### src/rtl/rr_arbiter_n.sv
// ----------------------------------------------------------------------------
// rr_arbiter_n
//
// Round-robin arbiter for N requestors sharing one resource. The grant is
// registered (one cycle from req to grant, no combinational req->grant path).
// A rotating priority pointer moves to one past the last newly granted index,
// so every continuous requestor is served within N-1 cycles.
//
// Optional feature, compiled in when the macro RR_ARB_HOLD_EN is defined:
//   a 'hold' input lets the current grantee keep its grant for consecutive
//   cycles. While anyone else is requesting, one grantee keeps the grant for
//   at most MAX_HOLD cycles. A sole requestor may hold indefinitely.
//
// Parameters:
//   N         number of requestors (>= 2)
//   MAX_HOLD  max consecutive held cycles under contention (>= 1)
//
// Ports:
//   clk          rising-edge clock
//   reset        asynchronous active-low reset
//   req[N]       request vector
//   hold         grantee asks to keep its grant (RR_ARB_HOLD_EN only)
//   grant[N]     registered one-hot grant, or zero
//   grant_id     index of the grantee, valid with grant_valid
//   grant_valid  a grant is active
// ----------------------------------------------------------------------------
module rr_arbiter_n #(
    parameter int N        = 4,
    parameter int MAX_HOLD = 8,
    localparam int IW      = $clog2(N)
) (
    input  logic          clk,
    input  logic          reset,
    input  logic [N-1:0]  req,
`ifdef RR_ARB_HOLD_EN
    input  logic          hold,
`endif
    output logic [N-1:0]  grant,
    output logic [IW-1:0] grant_id,
    output logic          grant_valid
);

    if (N < 2 || MAX_HOLD < 1) begin : g_param_check
        $error("rr_arbiter_n: requires N >= 2 and MAX_HOLD >= 1");
    end

    typedef enum logic {
        S_IDLE  = 1'b0,
        S_GRANT = 1'b1
    } state_t;

    state_t        state_q, state_d;
    logic [N-1:0]  grant_q, grant_d;
    logic [IW-1:0] grant_id_q, grant_id_d;
    logic [IW-1:0] ptr_q, ptr_d;

`ifdef RR_ARB_HOLD_EN
    // Counter width must be at least one bit even when MAX_HOLD == 1.
    localparam int HW = (MAX_HOLD > 1) ? $clog2(MAX_HOLD) : 1;
    localparam logic [HW-1:0] HOLD_LAST = HW'(MAX_HOLD - 1);

    logic [HW-1:0] hold_cnt_q, hold_cnt_d;
    logic          others_req;
`endif

    logic          keep;
    logic          m_found;
    logic [IW-1:0] m_idx;
    logic [IW-1:0] u_idx;
    logic [IW-1:0] win_idx;

    // ------------------------------------------------------------------
    // Winner search: lowest set bit at or above ptr, else lowest set bit
    // overall. Scanning downward lets the last hit be the lowest index.
    // ------------------------------------------------------------------
    always_comb begin
        m_found = 1'b0;
        m_idx   = '0;
        u_idx   = '0;
        for (int i = N - 1; i >= 0; i--) begin
            if (req[i]) begin
                u_idx = IW'(i);
                if (IW'(i) >= ptr_q) begin
                    m_found = 1'b1;
                    m_idx   = IW'(i);
                end
            end
        end
        win_idx = m_found ? m_idx : u_idx;
    end

    // ------------------------------------------------------------------
    // State register
    // ------------------------------------------------------------------
    always_ff @(posedge clk or negedge reset) begin
        if (!reset) begin
            state_q    <= S_IDLE;
            grant_q    <= '0;
            grant_id_q <= '0;
            ptr_q      <= '0;
`ifdef RR_ARB_HOLD_EN
            hold_cnt_q <= '0;
`endif
        end else begin
            state_q    <= state_d;
            grant_q    <= grant_d;
            grant_id_q <= grant_id_d;
            ptr_q      <= ptr_d;
`ifdef RR_ARB_HOLD_EN
            hold_cnt_q <= hold_cnt_d;
`endif
        end
    end

    // ------------------------------------------------------------------
    // Next-state logic
    // ------------------------------------------------------------------
    always_comb begin
`ifdef RR_ARB_HOLD_EN
        // Once the counter is saturated the grantee may only continue if
        // nobody else is waiting.
        others_req = |(req & ~grant_q);
        keep = (state_q == S_GRANT) && hold && req[grant_id_q] &&
               ((hold_cnt_q < HOLD_LAST) || !others_req);
        hold_cnt_d = '0;
`else
        keep = 1'b0;
`endif
        state_d    = state_q;
        grant_d    = grant_q;
        grant_id_d = grant_id_q;
        ptr_d      = ptr_q;

        if (keep) begin
            // Held grant: pointer stays where it was set at grant issue.
`ifdef RR_ARB_HOLD_EN
            hold_cnt_d = (hold_cnt_q == HOLD_LAST) ? hold_cnt_q
                                                   : hold_cnt_q + 1'b1;
`endif
        end else if (|req) begin
            state_d           = S_GRANT;
            grant_d           = '0;
            grant_d[win_idx]  = 1'b1;
            grant_id_d        = win_idx;
            ptr_d             = (win_idx == IW'(N - 1)) ? '0 : win_idx + 1'b1;
        end else begin
            state_d    = S_IDLE;
            grant_d    = '0;
            grant_id_d = '0;
        end
    end

    // ------------------------------------------------------------------
    // Outputs straight from registers
    // ------------------------------------------------------------------
    always_comb begin
        grant       = grant_q;
        grant_id    = grant_id_q;
        grant_valid = (state_q == S_GRANT);
    end

endmodule

### config.mk
export PLATFORM = sky130hd
export DESIGN_NAME = rr_arbiter_n
export DESIGN_NICKNAME = d
export VERILOG_FILES = /design/src/rtl/rr_arbiter_n.sv
export SDC_FILE = /design/constraint.sdc
export NUM_CORES = 1
export LEC_CHECK = 0
export ABC_AREA = 1
export BUFFER_PORTS_ARGS = -buffer_cell sky130_fd_sc_hd__buf_4
export CAP_MARGIN = 5
export CORE_AREA = 2 2 39 41
export DETAILED_ROUTE_END_ITERATION = 10
export DIE_AREA = 0 0 41 43
export MAX_ROUTING_LAYER = met4
export RECOVER_POWER = 25
export SLEW_MARGIN = 5
export SYNTH_ARGS = -nofsm -noshare
export SYNTH_HDL_FRONTEND = slang
export SYNTH_SLANG_ARGS = --single-unit
### constraint.sdc
create_clock -name clk -period 1.7 [get_ports clk]
set_clock_uncertainty 0.2 [all_clocks]
set_input_delay 0.17 -clock clk [delete_from_list [all_inputs] [get_ports clk]]
set_output_delay 0.17 -clock clk [all_outputs]
set_load 0.005 [all_outputs]
After elaboration in Yosys (flattened, before gate mapping) --
Cells that the tools add are included.
Word-level totals: bits in registers 9, bits of input ports 6, output and inout port bits 7
Cells by class: add/sub/neg operators 1, magnitude comparators 6, equal/unequal tests 1, multiplexer cells 27, reduce and logical (&&, ||, !) cells 2
Operators with widths (count):
- two-way mux 2 bit | 15
- two-way mux 1 bit | 10
- greater-or-equal comparator 1 x 2 -> 1 bit (first input constant) | 2
- greater-or-equal comparator 2 bit (first input constant) | 2
- two-way mux 4 bit | 1
- OR reduction 4 bit | 1
- less-than comparator 2 x 3 -> 1 bit (second input constant) | 1
- adder 2 x 1 -> 2 bit (second input constant) | 1
- demux 1 bit (select 2 bit) | 1
- == test 2 bit (second input constant) | 1
- greater-or-equal comparator 2 x 1 -> 1 bit (second input constant) | 1
- logical AND 1 bit | 1

Depth between registers and ports, before layout --
Gate-level depths: netlist of the first run.
depth in word-level cells 15, gate-level depth with buffers 10, depth with buffers taken out 10

Worst setup path after synthesis of the first run --
No wires, ideal clock.
path type register to register, start reg ptr_q[1], end reg ptr_q[1], arrival 1.242 ns, data required time 1.383 ns, path slack 0.141 ns, cell stages (with the launch flop) 9, clock period less this slack 1.559 ns, path through dfrtp_1 > nor2_1 > nand2_1 > o21a_2 > nand2_2 > inv_1 > ha_1 > nand2_1 > nand2_1
Between the ends: longest elaborated chain between the ends 12, elaborated cells on any way between the ends 24, classes of those cells 1 x add/sub; 4 x order compare; 1 x eq/ne; 18 x mux
Ends and longest elaborated chain:
- start, declared | RTL line 55 | logic [IW-1:0] ptr_q, ptr_d;
- start signal, assigned | RTL line 108 | ptr_q <= ptr_d;
- greater-or-equal comparator 2 bit | RTL line 83 | if (IW'(i) >= ptr_q) begin
- two-way mux 2 bit or two-way mux 1 bit (tied branches) | RTL line 83
- two-way mux 2 bit or two-way mux 1 bit (tied branches) | RTL line 81 | if (req[i]) begin
- two-way mux 2 bit or two-way mux 1 bit (tied branches) | RTL line 83
- two-way mux 2 bit or two-way mux 1 bit (tied branches) | RTL line 81
- two-way mux 2 bit or two-way mux 1 bit (tied branches) | RTL line 83
- two-way mux 2 bit or two-way mux 1 bit (tied branches) | RTL line 81
- two-way mux 2 bit or two-way mux 1 bit (tied branches) | RTL line 83
- two-way mux 2 bit or two-way mux 1 bit (tied branches) | RTL line 81
- two-way mux 2 bit * | RTL line 89 | win_idx = m_found ? m_idx : u_idx;
- adder 2 x 1 -> 2 bit or == test 2 bit (tied branches) | RTL line 145 | ptr_d = (win_idx == IW'(N - 1)) ? '0 : win_idx + 1'b1;
- two-way mux 2 bit * | RTL line 145
Mark *: on every way between the ends. The rest lies on a longest branch, timed or not. A chain may end at the register's enable or synchronous reset.

Worst setup path in the final report of the first run --
Ends and elaborated chain as after synthesis.

==> flow_summary.toml, run 1 <==
[status]
outcome = "complete, no violations"

[placement]
port_buffers = 12
placed_cells = 83
dp_hpwl_um = 588
gp_congestion = 0.853

[cells_and_area]
fin_nets = 85
stdcell_count = 90
multiInputGateArea_um2 = 204
fillers = 135
mostFrequentLayoutCell = "buf_4"
ff_latch_area_um2 = 225
final_cell_mix = "buf_4, inv_1, nand2_1, dfrtp_1, nor2_1"
diodes = 0
area_growth_pct = 42.9
drive_above_1_share_pct = 39.2

[global_routing]
grt_pass1_wl_um = 1210
antenna_found_initial = 0
grt_max_degree = 10
grt_pass1_vias = 313
overflow = 0
track_usage_pct = 10.1

[synth]
yosysSeqAreaShare_pct = 49.5
syn-cell-area_um2 = 455
synth_fp_nets = 63
avgSynthCellArea_um2 = 8.59
synthCells = 53
synth_seq_cells = 9
synth_cell_types = 11
ys.warnings.count = 0

[routing]
postRouteAntennaNets = 0
routed_via_density = 4.10
first_iter_violations = 2
wl_per_cell_um = 8.68
drc = 0
vias = 369
dr.pass1.iters = 4
wl_um = 781

[floorplan]
core_area_mm2 = 0.00138
rows = 14
fp.dieH_um = 43
num_io_pins = 13
start_util_pct = 32.9
die_area_mm2 = 0.00176
die_w_um = 41

[setup_path]
rrSetupSlack_ns = 0.08
r2r_end = "ptr_q[1]"
cp.arrival_ns = 1.55
cp.required_ns = 1.63
cp_cell_sequence = "nand2_2 > a21oi_2 > inv_1 > o21ai_2 > inv_2 > ha_4 > nand2_1 > nand2_1"
reg2reg_depth = 8
crit_family = "flip-flops"
crit_buf_inv = 2
max_stage_delay_ns = 0.41
path_class = "reg -> reg"
slowest_stage = "dfrtp_1"
cp_num_cells = 8
worstSetupStartpoint = "ptr_q[1]"
cp_max_fo = 4
end_kind = "flip-flop"
r2r-start = "ptr_q[1]"
cp-start-kind = "flip-flop"
cpMostUsedCell = "nand2_1"

[power_and_ir_drop]
power_density_mw_per_mm2 = 1500
p_leak_nw = 0.354
ir_worst_vdd_v = 0.000682

[sta]
fmax_mhz = 618
hold_violations = 0
fin_tns_setup_ns = 0
fin_crit_sh_pct = 95.2
setup_viol_count_final = 0
max_slew_margin_pct = 68.7
tightest_slew_ns = 0.469
min_period_ns = 1.62
slew_violations = 0

[clocking]
tritoncts = "built"
cts.clk_slew.worst_paths_ns = 0.05
clock_latency_ns = 0.24
cts_buffer_depth = 2
numCtsBuffers = 3
cts_max_level = 1
cts-root-buf = "clkbuf_4"
cts_sinks = 9

[worst_hold_path]
holdPathEnd = "grant_valid"
min_from = "req[1]"
hold_path_class = "in -> reg"
worstHoldPathCells = 3

[flow_run]
maxCapViolCount = 0
[worst min-delay path, stage by stage]
cell and delay (ns):
buf_4 0.09, nor2_1 0.04, nand2_1 0.13
[synth_stat cells]
cell	number	area [um2]
a21oi_2	3	26.3
dfrtp_1	9	225
ha_1	4	50.1
inv_1	13	48.8
nand2_1	10	37.5
nand2_2	1	6.26
nand3_1	1	5.00
nor2_1	9	33.8
nor3_1	1	5.00
o21a_2	1	8.76
o21ai_2	1	8.76
[worst max path at each step]
stage	to	slack, ns
after detailed placement	ptr_q[1]	0.07
after global routing	ptr_q[1]	-0.005
final	ptr_q[1]	0.08
after CTS	ptr_q[1]	0.06
after floorplan	ptr_q[1]	0.14
after global placement	ptr_q[1]	0.09
[routing by layer]
metal | wire length [um] | GRT usage, % | share of wire [%] | up-vias
met1 | 359 | 13.0 | 46 | 160
met5 | 0 | - | 0 | -
met3 | 35 | 3.14 | 4.5 | 0
li1 | - | - | - | 200
met4 | 0 | 2.00 | 0 | 0
met2 | 386 | 15.3 | 49 | 9
[through the flow]
stage | hold slack [ns] | util, % | power [W] | setup slack, ns | instance area (um2)
after detailed placement | -0.203 | 42.0 | 0.000758 | 0.0697 | 581
final | 0.0352 | 47.0 | 0.000976 | 0.0812 | 651
after global placement | -0.204 | 42.0 | 0.000751 | 0.0902 | 581
after floorplan | -0.326 | - | 0.000565 | 0.141 | 455
after CTS | 0.0308 | 44.6 | 0.000918 | 0.0560 | 617
after global routing | 0.0508 | 47.0 | 0.00106 | -0.00486 | 651
[repair_timing]
item                                    in CTS  in global routing
hold buffers                                 1                  0
setup buffers                                0                  2
endpoints found under the hold margin        9                  0
endpoints found under the setup margin       0                  1
resized for setup                            0                  5
[cells by family after synthesis]
kind of cell	after synthesis	share of synthesized area (%)
buffers and inverters	13	10.7
DFF	9	49.5
AOI/OAI and AO/OA	5	9.62
adders and majority gates	4	11.0
and+or+nand+nor	22	19.2
[layout make-up]
class	count	area share (%)
Multi-Input combinational cell	31	31.3
Clock buffer	4	4.04
Tap cell	16	3.08
Inverter	13	7.50
Timing Repair Buffer	17	19.4
Sequential cell	9	34.6
[registers in the layout, indices dropped and copies added, names as in the netlist]
name	cells
grant	4
grant_id	2
ptr_q	2
grant_valid	1
[power by group]
part | internal (W) | switching [W] | total (W)
Combinational | 0.000247 | 0.000225 | 0.000472
Sequential | 0.000305 | 0.0000463 | 0.000351
Clock | 0.0000897 | 0.0000629 | 0.000153
Total | 0.000642 | 0.000334 | 0.000976
Power figures use the tool's default switching activity.
==> run 2, diff against run 1 <==
- CORE_AREA: 2 2 39 41 -> 3 3 40 42
- CTS_CLUSTER_SIZE: unset -> 10
- DIE_AREA: 0 0 41 43 -> 0 0 43 45
==> run 2 against run 1 <==
Effect of this change:
- non-clock buffer count is 2 lower
- largest power group unchanged
- largest cell class unchanged
- first-iteration DRC count rose by 100%
- die area is 9.8% higher
- critical endpoint unchanged
==> flow_summary.toml, run 2 (synthesized netlist as in run 1, its figures left out) <==
[sta]
setup_ws_ns = 0.0677
tightest_slew_ns = 0.477
grt_setup_unrepaired = "true"
max_slew_margin_pct = 68.2
slew_violations = 0
setup_viol_count_final = 0
fin_crit_sh_pct = 96.0
min_period_ns = 1.63
fmax_mhz = 613
hold_violations = 0

[floorplan]
core_area_mm2 = 0.00128
start_util_pct = 35.4
die_w_um = 43
rows = 13
fp.dieH_um = 45
num_io_pins = 13
die_area_mm2 = 0.00194

[worst_hold_path]
worstHoldPathCells = 4
holdPathEnd = "ptr_q[0]"
hold_path_class = "in -> reg"
min_from = "req[3]"

[cells_and_area]
fin_nets = 83
area_growth_pct = 40.4
final_cell_mix = "buf_4, inv_1, dfrtp_1"
fillers = 131
stdcell_count = 87
largest_reg_flops = 4
diodes = 0
ff_latch_area_um2 = 225
multiInputGateArea_um2 = 209
drive_above_1_share_pct = 40.3
fin_area_um2 = 639
mostFrequentLayoutCell = "buf_4"

[clocking]
clock_latency_ns = 0.26
cts_sinks = 9
tritoncts = "built"
cts_max_level = 1
numCtsBuffers = 3
cts_setup_buffers = 0
cts-root-buf = "clkbuf_4"
cts.clk_slew.worst_paths_ns = 0.06
cts_buffer_depth = 2

[setup_path]
r2r_end = "ptr_q[1]"
cp_max_fo = 4
reg2reg_depth = 8
rrSetupSlack_ns = 0.07
end_kind = "flip-flop"
r2r-start = "ptr_q[1]"
cp-start-kind = "flip-flop"
cp.required_ns = 1.70
path_class = "reg -> reg"
cp.arrival_ns = 1.63

[routing]
wl_per_cell_um = 9.97
routed_via_density = 4.25
first_iter_violations = 4
wl_um = 867
dr.pass1.iters = 4
drc = 0
vias = 370
postRouteAntennaNets = 0

[global_routing]
grt_pass1_vias = 354
track_usage_pct = 11.6
antenna_found_initial = 0
grt_pass1_wl_um = 1520
overflow = 0
grt_max_degree = 10

[power_and_ir_drop]
p_leak_nw = 0.345
ir_worst_vdd_v = 0.000574
power_density_mw_per_mm2 = 1530

[placement]
placed_cells = 82
port_buffers = 12
gp_congestion = 0.761
place_area_um2 = 579
dp_hpwl_um = 638
place_ws_ns = 0.0780

[status]
outcome = "complete, no violations"

[flow_run]
maxCapViolCount = 0
## run 2: worst max path at each step
| stage | startpoint | depth (start not counted) | slack, ns | to |
|---|---|---|---|---|
| 2_1_floorplan | ptr_q[1] | 8 | 0.14 | ptr_q[1] |
| 3_3_place_gp | ptr_q[1] | 8 | 0.09 | ptr_q[1] |
| 3_5_place_dp | ptr_q[1] | 8 | 0.08 | ptr_q[1] |
| 4_1_cts | ptr_q[1] | 8 | 0.05 | ptr_q[1] |
| 5_1_grt | ptr_q[1] | 8 | -0.04 | ptr_q[1] |
| 6_report | ptr_q[1] | 8 | 0.07 | ptr_q[1] |
## run 2: worst max-delay path, stage by stage, from the launching register on
cell and delay (ns):
dfrtp_1 0.43, nand2_2 0.09, a21oi_2 0.18, inv_1 0.07
o21ai_2 0.17, inv_2 0.08, ha_4 0.26, nand2_2 0.04
nand2_1 0.05
## run 2: routing by layer
metal / wire length, um / share of wire, % / track usage [%]
met3: 33 / 3.8 / 2.39
met1: 391 / 45 / 12.7
met2: 418 / 48 / 17.7
met5: 0 / 0 / -
met4: 23 / 2.7 / 10.8
## run 2: what timing repair did
item | CTS | global route
hold buffers | 1 | 0
endpoints found under the setup margin | 0 | 3
hold endpoints to repair | 9 | 0
gates resized for setup | 0 | 7
## run 2: metrics by stage
step | setup TNS (ns) | power [W] | util [%] | hold slack, ns
CTS | 0 | 0.000930 | 47.9 | 0.0120
global route | -0.0653 | 0.00109 | 49.8 | 0.0261
detailed placement | 0 | 0.000756 | 45.1 | -0.200
floorplan | 0 | 0.000565 | - | -0.326
global placement | 0 | 0.000750 | 45.1 | -0.204
finish | 0 | 0.000980 | 49.8 | 0.0205
## run 2: final cells by class
class	count	area share [%]
well taps	15	2.94
inverters	13	7.63
repair buffers	15	17.4
flip-flops and latches	9	35.2
clock buffers	4	4.11
multi-input cells	31	32.7
## run 2: power by group
part           switching, W  leakage (nW)  total, W  internal [W]
clock network     0.0000753        0.0150  0.000166     0.0000905
registers         0.0000499         0.108  0.000355      0.000305
logic              0.000219         0.222  0.000459      0.000240
==> run 3, diff against run 2 <==
- BUFFER_PORTS_ARGS: -buffer_cell sky130_fd_sc_hd__buf_4 -> -buffer_cell sky130_fd_sc_hd__clkbuf_2
==> run 3 against run 2 <==
Effect of this change:
- critical path depth did not move
- largest cell class unchanged
- largest power group unchanged
- final cell count did not move
- utilization fell by 2.8 points
- critical path type unchanged
==> flow_summary.toml, run 3 (synthesized netlist as in run 1, its figures left out) <==
[status]
outcome = "complete, no violations"

[cells_and_area]
area_growth_pct = 32.4
fin_nets = 83
fillers = 137
largest_reg_flops = 4
multiInputGateArea_um2 = 201
diodes = 0
drive_above_1_share_pct = 34.7
fin_area_um2 = 603
mostFrequentLayoutCell = "inv_1"
final_cell_mix = "inv_1, clkbuf_2, nor2_1, nand2_1, dfrtp_1"
fin_util_pct = 46.9
ff_latch_area_um2 = 225

[sta]
fin_crit_sh_pct = 93.4
hold_slack_ns = 0.0525
setup_viol_count_final = 0
min_period_ns = 1.59
fmax_mhz = 630
slew_violations = 0
tightest_slew_ns = 0.481
fin_tns_setup_ns = 0
hold_violations = 0
max_slew_margin_pct = 67.9

[power_and_ir_drop]
p_clk_share_pct = 17.8
p_comb_share_pct = 43.9
power_frac_seq_pct = 38.3
p_sw_share_pct = 35.2
p_sw_w = 0.000315
power_density_mw_per_mm2 = 1490
p_leak_nw = 0.333
internal_power_w = 0.000581
ir_worst_vdd_v = 0.000570

[routing]
wl_um = 768
postRouteAntennaNets = 0
dr.pass1.iters = 2
vias = 372
routed_via_density = 4.28
wl_per_cell_um = 8.83
drc = 0
first_iter_violations = 8

[setup_path]
cp.arrival_ns = 1.58
cp-start-kind = "flip-flop"
r2r-start = "ptr_q[1]"
cp_max_fo = 4
path_class = "reg -> reg"
end_kind = "flip-flop"
cp.required_ns = 1.69
worstSetupStartpoint = "ptr_q[1]"

[clocking]
cts-root-buf = "clkbuf_4"
cts_buffer_depth = 2
cts.clk_slew.worst_paths_ns = 0.06
numCtsBuffers = 3
cts_sinks = 9
clock_latency_ns = 0.25
tritoncts = "built"
cts_max_level = 1
cts_setup_buffers = 0

[floorplan]
rows = 13
die_area_mm2 = 0.00194
fp.dieH_um = 45
die_w_um = 43
num_io_pins = 13
core_area_mm2 = 0.00128
start_util_pct = 35.4

[worst_hold_path]
min_from = "req[1]"
hold_path_class = "in -> reg"

[placement]
dp_hpwl_um = 614
gp_congestion = 0.759
place_area_um2 = 549
port_buffers = 12

[global_routing]
track_usage_pct = 9.95
grt_pass1_vias = 329
overflow = 0
grt_pass1_wl_um = 1310
antenna_found_initial = 0
grt_max_degree = 10

[flow_run]
maxCapViolCount = 0
[run 3: cell count changes in the layout (fill, tap and decap cells not counted)]
cell | before | now
nand2_2 | 3 | 2
clkbuf_1 | 2 | 3
clkbuf_2 | 0 | 10
nor2_2 | 2 | 0
nand2_1 | 8 | 9
buf_4 | 13 | 2
nor2_1 | 7 | 9
[run 3: per-layer routing]
layer | track usage [%] | vias to the layer above | share of wire [%]
li1 | - | 197 | -
met1 | 11.4 | 167 | 43
met2 | 14.4 | 6 | 51
met3 | 2.39 | 2 | 3.3
met4 | 9.04 | 0 | 2.1
met5 | - | - | 0
[run 3: what timing repair did]
| item | 4_1_cts | 5_1_grt |
|---|---|---|
| gates resized for setup | 0 | 4 |
| setup endpoints to repair | 0 | 1 |
| hold endpoints to repair | 9 | 0 |
| hold buffers | 1 | 0 |
[run 3: path summary, 6_finish.rpt]
check	to	slack, ns	cells past startpoint
setup / recovery	ptr_q[1]	0.11	8
hold / removal	grant_valid	0.05	3
setup reg to reg	ptr_q[1]	0.11	8
hold reg to reg	ptr_q[1]	0.34	2
max in group asynchronous	grant_id[0]	0.79	2
min in group asynchronous	grant[3]	0.18	2
[run 3: worst max-delay path, stage by stage (launching register included)]
cell and delay (ns):
dfrtp_1 0.39, nand2_2 0.09, a21oi_2 0.18, inv_1 0.07
o21ai_2 0.18, inv_2 0.07, ha_4 0.26, nand2_1 0.04
nand2_1 0.06
[run 3: final cells by class]
type                    instances  share of cell area (%)
flip-flops and latches          9                    37.3
clock buffers                   4                    4.36
well taps                      15                    3.11
inverters                      13                    8.09
repair buffers                 15                    13.7
multi-input cells              31                    33.4
[run 3: metrics by stage]
step                      power, W  setup WS [ns]  std cells
after floorplan           0.000565          0.141         53
after global placement    0.000708          0.108         82
after detailed placement  0.000714         0.0938         82
after CTS                 0.000879         0.0744         87
after global routing      0.000986       -0.00894         87
final                     0.000896          0.113         87
[run 3: power groups by stage]
stage	clock, W	sequential (W)	combinational (W)
2_1_floorplan	0	0.000352	0.000213
3_3_place_gp	0	0.000342	0.000366
3_5_place_dp	0	0.000344	0.000370
4_1_cts	0.000166	0.000340	0.000373
5_1_grt	0.000183	0.000352	0.000451
6_report	0.000159	0.000343	0.000394
